### config.mk
export PLATFORM = sky130hd
export DESIGN_NAME = uart_tx_serializer
export DESIGN_NICKNAME = d
export VERILOG_FILES = /design/src/rtl/uart_tx_serializer.sv
export SDC_FILE = /design/constraint.sdc
export NUM_CORES = 1
export LEC_CHECK = 0
export ABC_AREA = 0
export CAP_MARGIN = 30
export CORE_AREA = 4 4 64 66
export DETAILED_ROUTE_END_ITERATION = 10
export DIE_AREA = 0 0 68 70
export GPL_ROUTABILITY_DRIVEN = 0
export PLACE_DENSITY = 0.61
export SLEW_MARGIN = 20
export SYNTH_ARGS = -nofsm -noshare
export SYNTH_HDL_FRONTEND = slang
export SYNTH_SLANG_ARGS = --single-unit
### constraint.sdc
create_clock -name clk -period 4.6 [get_ports clk]
set_input_delay 1.15 -clock clk [delete_from_list [all_inputs] [get_ports clk]]
set_output_delay 1.15 -clock clk [all_outputs]
set_load 0.02 [all_outputs]
### src/rtl/uart_tx_serializer.sv
// ---------------------------------------------------------------------------
// uart_tx_serializer
//
// Byte-wide UART transmitter. A byte is accepted when tx_valid and tx_ready
// are both high on a rising clock edge. It is then sent as one frame:
// a start bit (0), eight data bits LSB first, an optional even-parity bit,
// and a stop bit (1). Every bit lasts CLOCKS_PER_BIT clocks.
//
// A byte offered during the last clock of a stop bit is accepted there.
// Its start bit then follows the stop bit with no idle cycles between.
//
// Build option:
//   PARITY_EN  When defined, an even-parity bit is sent after data bit 7,
//              which gives an 11-bit frame. When undefined, the frame has
//              10 bits and the parity state is absent.
//
// Parameters:
//   CLOCKS_PER_BIT  System clocks per UART bit. Must be at least 2.
//
// Ports:
//   clk         system clock; all state changes on its rising edge
//   reset       asynchronous, active-high reset
//   tx_data     byte to send; sampled only on an accepted transfer
//   tx_valid    tx_data is valid this cycle
//   tx_ready    a byte can be accepted this cycle
//   serial_out  registered UART line, high when idle
//   busy        high from the start bit through the stop bit
// ---------------------------------------------------------------------------
module uart_tx_serializer #(
    parameter int CLOCKS_PER_BIT = 5000
) (
    input  logic       clk,
    input  logic       reset,
    input  logic [7:0] tx_data,
    input  logic       tx_valid,
    output logic       tx_ready,
    output logic       serial_out,
    output logic       busy
);

    localparam int CW = $clog2(CLOCKS_PER_BIT);
    localparam logic [CW-1:0] CNT_MAX = CW'(CLOCKS_PER_BIT - 1);

    localparam logic [2:0] IDLE   = 3'd0;
    localparam logic [2:0] START  = 3'd1;
    localparam logic [2:0] DATA   = 3'd2;
`ifdef PARITY_EN
    localparam logic [2:0] PARITY = 3'd3;
`endif
    localparam logic [2:0] STOP   = 3'd4;

    logic [2:0]    state_reg, state_next;
    logic [CW-1:0] cnt_reg,   cnt_next;
    logic [2:0]    idx_reg,   idx_next;
    logic [7:0]    shift_reg, shift_next;
    logic          line_reg,  line_next;

    logic bit_done;
    logic transfer;

    assign bit_done   = (cnt_reg == CNT_MAX);
    // Ready in IDLE, and in the last clock of STOP so that back-to-back
    // bytes leave no gap on the line.
    assign tx_ready   = (state_reg == IDLE) || ((state_reg == STOP) && bit_done);
    assign transfer   = tx_valid && tx_ready;
    assign busy       = (state_reg != IDLE);
    assign serial_out = line_reg;

    // line_next is the level of the bit that the next state drives. This
    // keeps serial_out a plain flop with exactly one clock of latency.
    always_comb begin
        state_next = state_reg;
        idx_next   = idx_reg;
        shift_next = shift_reg;
        line_next  = line_reg;
        // The counter restarts at every bit boundary. It also stays cleared
        // in IDLE, so each new frame starts from zero.
        if ((state_reg == IDLE) || bit_done) begin
            cnt_next = '0;
        end else begin
            cnt_next = cnt_reg + CW'(1);
        end

        case (state_reg)
            IDLE: begin
                if (transfer) begin
                    state_next = START;
                    shift_next = tx_data;
                    line_next  = 1'b0;
                end
            end
            START: begin
                if (bit_done) begin
                    state_next = DATA;
                    idx_next   = 3'd0;
                    line_next  = shift_reg[0];
                end
            end
            DATA: begin
                if (bit_done) begin
                    if (idx_reg == 3'd7) begin
                        idx_next   = 3'd0;
`ifdef PARITY_EN
                        state_next = PARITY;
                        line_next  = ^shift_reg;
`else
                        state_next = STOP;
                        line_next  = 1'b1;
`endif
                    end else begin
                        idx_next  = idx_reg + 3'd1;
                        line_next = shift_reg[idx_reg + 3'd1];
                    end
                end
            end
`ifdef PARITY_EN
            PARITY: begin
                if (bit_done) begin
                    state_next = STOP;
                    line_next  = 1'b1;
                end
            end
`endif
            STOP: begin
                if (bit_done) begin
                    if (transfer) begin
                        state_next = START;
                        shift_next = tx_data;
                        line_next  = 1'b0;
                    end else begin
                        state_next = IDLE;
                        line_next  = 1'b1;
                    end
                end
            end
            default: begin
                state_next = IDLE;
                idx_next   = 3'd0;
                line_next  = 1'b1;
            end
        endcase
    end

    always_ff @(posedge clk or posedge reset) begin
        if (reset) begin
            state_reg <= IDLE;
            cnt_reg   <= '0;
            idx_reg   <= 3'd0;
            shift_reg <= 8'd0;
            line_reg  <= 1'b1;
        end else begin
            state_reg <= state_next;
            cnt_reg   <= cnt_next;
            idx_reg   <= idx_next;
            shift_reg <= shift_next;
            line_reg  <= line_next;
        end
    end

endmodule
Word-level counts from Yosys, hierarchy flattened
Index checks and enable logic that the tools add are counted.
{"block": "word_totals", "latchBits": 0, "word_cells": 55, "inputBits": 11, "out_inout_bits": 3, "mem_bits_rw": 0, "memories": 0, "reg_bits": 28, "rom_bits": 0}
{"block": "op_classes", "n_mux": 24, "magnitude_cmp": 1, "addsub": 2, "bitwise": 1, "n_shift": 0, "mul": 0, "eq_ne": 10, "n_reduce_logical": 12, "n_div": 0}
{"op": "$mux 3", "count": 8}
{"op": "$mux 8", "count": 2}
{"op": "$pmux 8 s2", "count": 1}
{"op": "$add 13x1->13 const B", "count": 1}
{"op": "$eq 13x13->1 const B", "count": 1}
{"op": "$mux 13", "count": 1}
{"op": "$pmux 3 s4", "count": 1}
{"op": "$ne 2x2->1 const B", "count": 5}
{"op": "$pmux 3 s3", "count": 1}
{"op": "$mux 1", "count": 8}
{"op": "$eq 3x3->1 const B", "count": 2}
{"op": "$reduce_and 5->1", "count": 1}
{"op": "$lt 3x4->1 const B", "count": 1}
{"op": "$pmux 1 s4", "count": 1}
{"op": "$reduce_and 4->1", "count": 1}
{"op": "$add 3x1->3 const B", "count": 1}
{"op": "$bmux 1 s3", "count": 1}
{"op": "$eq 3x1->1 const B", "count": 1}
{"op": "$eq 3x2->1 const B", "count": 1}
{"op": "$logic_not 3->1", "count": 1}
{"op": "$reduce_and 3->1", "count": 1}
{"op": "$reduce_bool 3->1", "count": 1}
{"op": "$logic_and 1x1->1", "count": 2}
{"op": "$logic_or 1x1->1", "count": 2}
{"op": "other kinds (4)", "count": 4}

Depth between registers and ports, before layout
{"block": "depth", "ltp_word": 7, "depth_mapped": 6, "mapped_depth_nobuf": 5}

Least setup slack after synthesis
Ideal clock, no wire load.
{"block": "synth_timing", "kind": "flip-flop to output port", "from": "register cnt_reg[0]", "to": "output tx_ready", "path_buffers": 0, "stages_incl_launch_ff": 6, "setup_slack_ns": 2.125, "t_arrival_ns": 1.325, "t_required_ns": 3.450, "cell_sequence": "dfrtp_1 ha_1 and4_1 nand3_1 nand2_1 and2_1"}
{"block": "synth_between", "elab_chain_cells": 3}
{"element": "from (decl)", "line_no": "53", "source": "logic [CW-1:0] cnt_reg, cnt_next;"}
{"element": "from (signal assigned)", "line_no": "153", "source": "cnt_reg <= cnt_next;"}
{"element": "$eq 13x13->1", "line_no": "61", "source": "assign bit_done = (cnt_reg == CNT_MAX);"}
{"element": "$logic_and 1x1->1", "line_no": "64", "source": "assign tx_ready = (state_reg == IDLE) || ((state_reg == STOP) && bit_done);"}
{"element": "$logic_or 1x1->1", "line_no": "64"}
{"element": "to (decl)", "line_no": "36", "source": "output logic tx_ready,"}
No other way between the ends.

Worst setup path in the final report
Same ends and word-level chain as after synthesis.

==> results by group <==
Clock network
  • Clock insertion delay at the later pin of the skew report: between 0.3 and 0.4 ns
  • Buffer type at the clock tree root: sky130_fd_sc_hd__clkbuf_4
  • CTS tree: built
  • Count of instances resized after the clock tree is built: 0
  • Count of hold-fix buffers inserted at cts: 0
  • Clock-pin slew reported for the worst setup and hold paths after clock tree synthesis: around 0.15 ns
  • CTS Buf Count: 3
  • Clk sink count: 28
  • Maximum count of clock buffers along a single path: 2
  • Post-CTS Repair Setup Buffers: 0
  • Htree depth: 1

Yosys
  • Count of synthesis-stage warnings from yosys: 0
  • Most common cell in the synthesized netlist: sky130_fd_sc_hd__dfrtp_1
  • Count of flip-flops with a built-in enable after synthesis: 0
  • Mapped Nets: 149
  • Synth top area share: 44.3%
  • Avg Inst Size Synth: 11.3 sq um
  • Leading post-synthesis cells by instance count: 27 x sky130_fd_sc_hd__dfrtp_1, 15 x sky130_fd_sc_hd__nor2_1, 10 x sky130_fd_sc_hd__xor2_1
  • Total of flip-flops plus latches after synthesis: 28
  • Area share of fa/ha/maj cells after synthesis: 3.12%
  • Fraction of the mapped netlist area in compound gates: under 10%
  • Dominant cells by area after synthesis: sky130_fd_sc_hd__dfrtp_1 44%, sky130_fd_sc_hd__mux2_4 7.9%, sky130_fd_sc_hd__xor2_1 5.7%, sky130_fd_sc_hd__nor2_1 3.7%, sky130_fd_sc_hd__nand4_1 3.3%
  • Most area-hungry cell type in the Yosys netlist: sky130_fd_sc_hd__dfrtp_1
  • Post-Synth Simple-Gate Area: 20.7%
  • Area of the mapped netlist: between 0.0015 and 0.002 sq mm
  • Predominant post-synthesis flop cell: sky130_fd_sc_hd__dfrtp_1
  • Fraction of the yosys area taken by sequential cells: 46.0%
  • Async SR Flop Fraction: between 90% and 100%
  • Proportion of synthesized area in mux cells: about an eighth
  • Dominant combinational cell family by area after synthesis: simple AND/OR/NAND/NOR gates
  • Distinct cell type count of the synthesized netlist: 38
  • Xor and xnor fraction of the mapped netlist area: under 10%
  • Gate count of the mapped netlist: 135

Worst setup path
  • Startpoint of the worst-slack reg-to-reg timing path: cnt_reg[0]
  • Crit path kind: reg2out
  • Path depth of the worst reg2reg path: 5
  • Reg-to-reg setup timing slack: 2.59 ns
  • Critical register-to-register path endpoint: shift_reg[7]
  • Req. time, crit path: 3.45 ns
  • Data arrival time at the worst-slack endpoint: around 2.6 ns
  • Highest fanout seen on the critical path: 12
  • Type of element launching the critical path: flip-flop
  • Kind of end point of the critical path: output pin

Hold path
  • Hold/Removal Path Class: reg2reg
  • Hold_sp: idx_reg[2]
  • Worst Hold Endpoint: idx_reg[2]
  • Worst hold path depth: 1

Global route
  • Initial antenna violation count: 0
  • Via count of the first global-routing pass: ~1000
  • Maximum number of pins on one net before global-route repair: 19
  • Total global-route track usage: 13.0%
  • First-pass GRT wire length: between 4000 and 5000 microns
  • Global route total overflow: 0

Drt
  • Number of optimization iterations in the first detailed-route pass: 4
  • Drc violations: 0
  • Per-cell via count in the routed design: 5.20
  • Detail Route Antenna Nets: 0
  • Average wire length per cell after detail routing: 14.2 microns
  • Number of vias after detailed routing: a little over 1000
  • Total detailed-routing wirelength: about 2800 microns
  • Number of DRC markers in iteration 0: 63

STA
  • Total negative slack: 0 ns
  • Max-slew headroom: between 50% and 60%
  • Crit share post-route: about four fifths
  • Final Max Tran Viols: 0
  • Final setup violation count: 0
  • Clock skew: roughly 0.0056 ns
  • Final critical-path required period: roughly 3.8 ns
  • Unrepaired setup endpoints after global routing: false
  • Maximum frequency from static timing analysis: 0.266 GHz
  • Count of endpoints failing hold in the final timing report: 0
  • Measured slew at the worst slew-check pin: ~0.63 ns

Layout
  • Fillers: 328
  • Antenna Diode Count: 0
  • Fraction of final layout cells sized beyond drive strength 1: 13.7%
  • Design Area, Final: ~0.0018 sq mm
  • Post-synthesis to final-layout area growth: 15.1%
  • Layout Utilization: 49.1%
  • Max FFs per register: 13
  • Number of cells in the finished layout apart from fillers: approximately 190
  • Total Nets Final: about 160

Floorplanning
  • Core footprint: between 0.003 and 0.004 sq mm
  • FP Rows: 22
  • Top-level I/O count: 14
  • Die height: approximately 70 microns
  • Width of the chip: 68 microns
  • Floorplan die area: roughly 0.0048 sq mm
  • Initial Utilization: a little over two fifths

Place
  • Dpl cells: 190
  • HPWL after detailed placement: around 2200 microns
  • Placed Instance Area: ~0.0017 sq mm
  • Port bufs: 13

Power
  • Power per unit of standard cell area: around 350 mW/mm^2
  • Leakage power summed over all cells: 0.785 nW
  • IR Drop Worst-Case VDD: about 0.18 mV

Flow run
  • Maximum capacitance violations: 0

Outcome
  • Status: finished, final reports clean
layout by cell type (no fill, tap or decap):
cell type,count
sky130_fd_sc_hd__nand2_1,7
sky130_fd_sc_hd__nand3_1,5
sky130_fd_sc_hd__mux2i_1,4
sky130_fd_sc_hd__xnor2_1,1
sky130_fd_sc_hd__buf_16,1
sky130_fd_sc_hd__mux2_4,8
sky130_fd_sc_hd__a22o_1,1
sky130_fd_sc_hd__ha_1,3
sky130_fd_sc_hd__and3_1,5
sky130_fd_sc_hd__nor3_1,1
sky130_fd_sc_hd__dfstp_2,1
sky130_fd_sc_hd__a2111oi_2,1
sky130_fd_sc_hd__a21o_1,2
sky130_fd_sc_hd__or3_1,2
sky130_fd_sc_hd__dfrtp_1,27
sky130_fd_sc_hd__and2_1,3
sky130_fd_sc_hd__a21oi_1,5
sky130_fd_sc_hd__o2bb2ai_1,1
sky130_fd_sc_hd__nor4b_4,2
sky130_fd_sc_hd__mux2_2,1
sky130_fd_sc_hd__xor2_1,10
sky130_fd_sc_hd__nor4b_1,1
sky130_fd_sc_hd__bufinv_16,1
sky130_fd_sc_hd__clkdlybuf4s50_1,13
sky130_fd_sc_hd__and4_1,3
sky130_fd_sc_hd__a22oi_1,1
sky130_fd_sc_hd__a2bb2oi_1,1
sky130_fd_sc_hd__o21ai_4,1
sky130_fd_sc_hd__mux4_2,1
sky130_fd_sc_hd__clkinv_1,1
sky130_fd_sc_hd__clkbuf_4,3
sky130_fd_sc_hd__inv_1,2
sky130_fd_sc_hd__maj3_1,1
sky130_fd_sc_hd__nand4_1,8
sky130_fd_sc_hd__o21ai_0,1
sky130_fd_sc_hd__nor3b_1,1
sky130_fd_sc_hd__nor2_1,15
sky130_fd_sc_hd__a31o_1,1
stage by stage:
stage                     worst slack [ns]  total power (W)  hold slack, ns
after floorplan                       2.12         0.000417           0.462
after global placement                1.28         0.000448           0.484
after detailed placement              1.22         0.000455           0.487
after CTS                            0.828         0.000617           0.524
after global routing                 0.618         0.000645           0.530
final                                0.841         0.000612           0.523
kinds of logic (layout without fill, tap and decap cells):
logic type | Yosys count | in the layout
DFF | 28 | 28
muxes | 14 | 14
adders and majority gates | 4 | 4
buffers and inverters | 10 | 21
xor gates and xnor gates | 11 | 11
AOI/OAI and AO/OA | 15 | 15
and+or+nand+nor | 53 | 53
worst max-delay path, stage by stage (launching register included):
cell and delay [ns]:
sky130_fd_sc_hd__dfrtp_1 0.46, sky130_fd_sc_hd__ha_1 0.26, sky130_fd_sc_hd__and4_1 0.26, sky130_fd_sc_hd__nand3_1 0.17, sky130_fd_sc_hd__nand2_1 0.35, sky130_fd_sc_hd__and2_1 0.19
sky130_fd_sc_hd__clkdlybuf4s50_1 0.60
power by group:
group / internal, W / total (W) / switching [W]
sequential: 0.000283 / 0.000334 / 0.0000509
combinational: 0.0000652 / 0.000114 / 0.0000489
clock: 0.0000881 / 0.000164 / 0.0000755
routing by layer:
metal / part of all wire (%) / track usage, %
met2: 48 / 20.2
met4: 0.76 / 1.99
met1: 48 / 18.2
met3: 3.5 / 3.54
met5: 0 / 0
how the worst max path moves through the flow:
stage	startpoint	end	slack, ns	cells after the start
detailed placement	cnt_reg[0]	tx_ready	1.22	6
floorplan	cnt_reg[0]	tx_ready	2.12	5
global placement	cnt_reg[0]	tx_ready	1.28	6
finish	cnt_reg[0]	tx_ready	0.84	6
global route	cnt_reg[0]	tx_ready	0.62	6
CTS	cnt_reg[0]	tx_ready	0.83	6
area by class of cell:
| class | count | area (sq um) | area share [%] |
|---|---|---|---|
| Multi-Input combinational cell | 97 | 772 | 44.0 |
| Sequential cell | 28 | 702 | 40.0 |
| Timing Repair Buffer | 14 | 158 | 8.98 |
| Tap cell | 48 | 60.1 | 3.42 |
| Clock inverter | 1 | 30.0 | 1.71 |
| Clock buffer | 3 | 22.5 | 1.28 |
| Inverter | 3 | 11.3 | 0.641 |
Power figures use the tool's default switching activity.
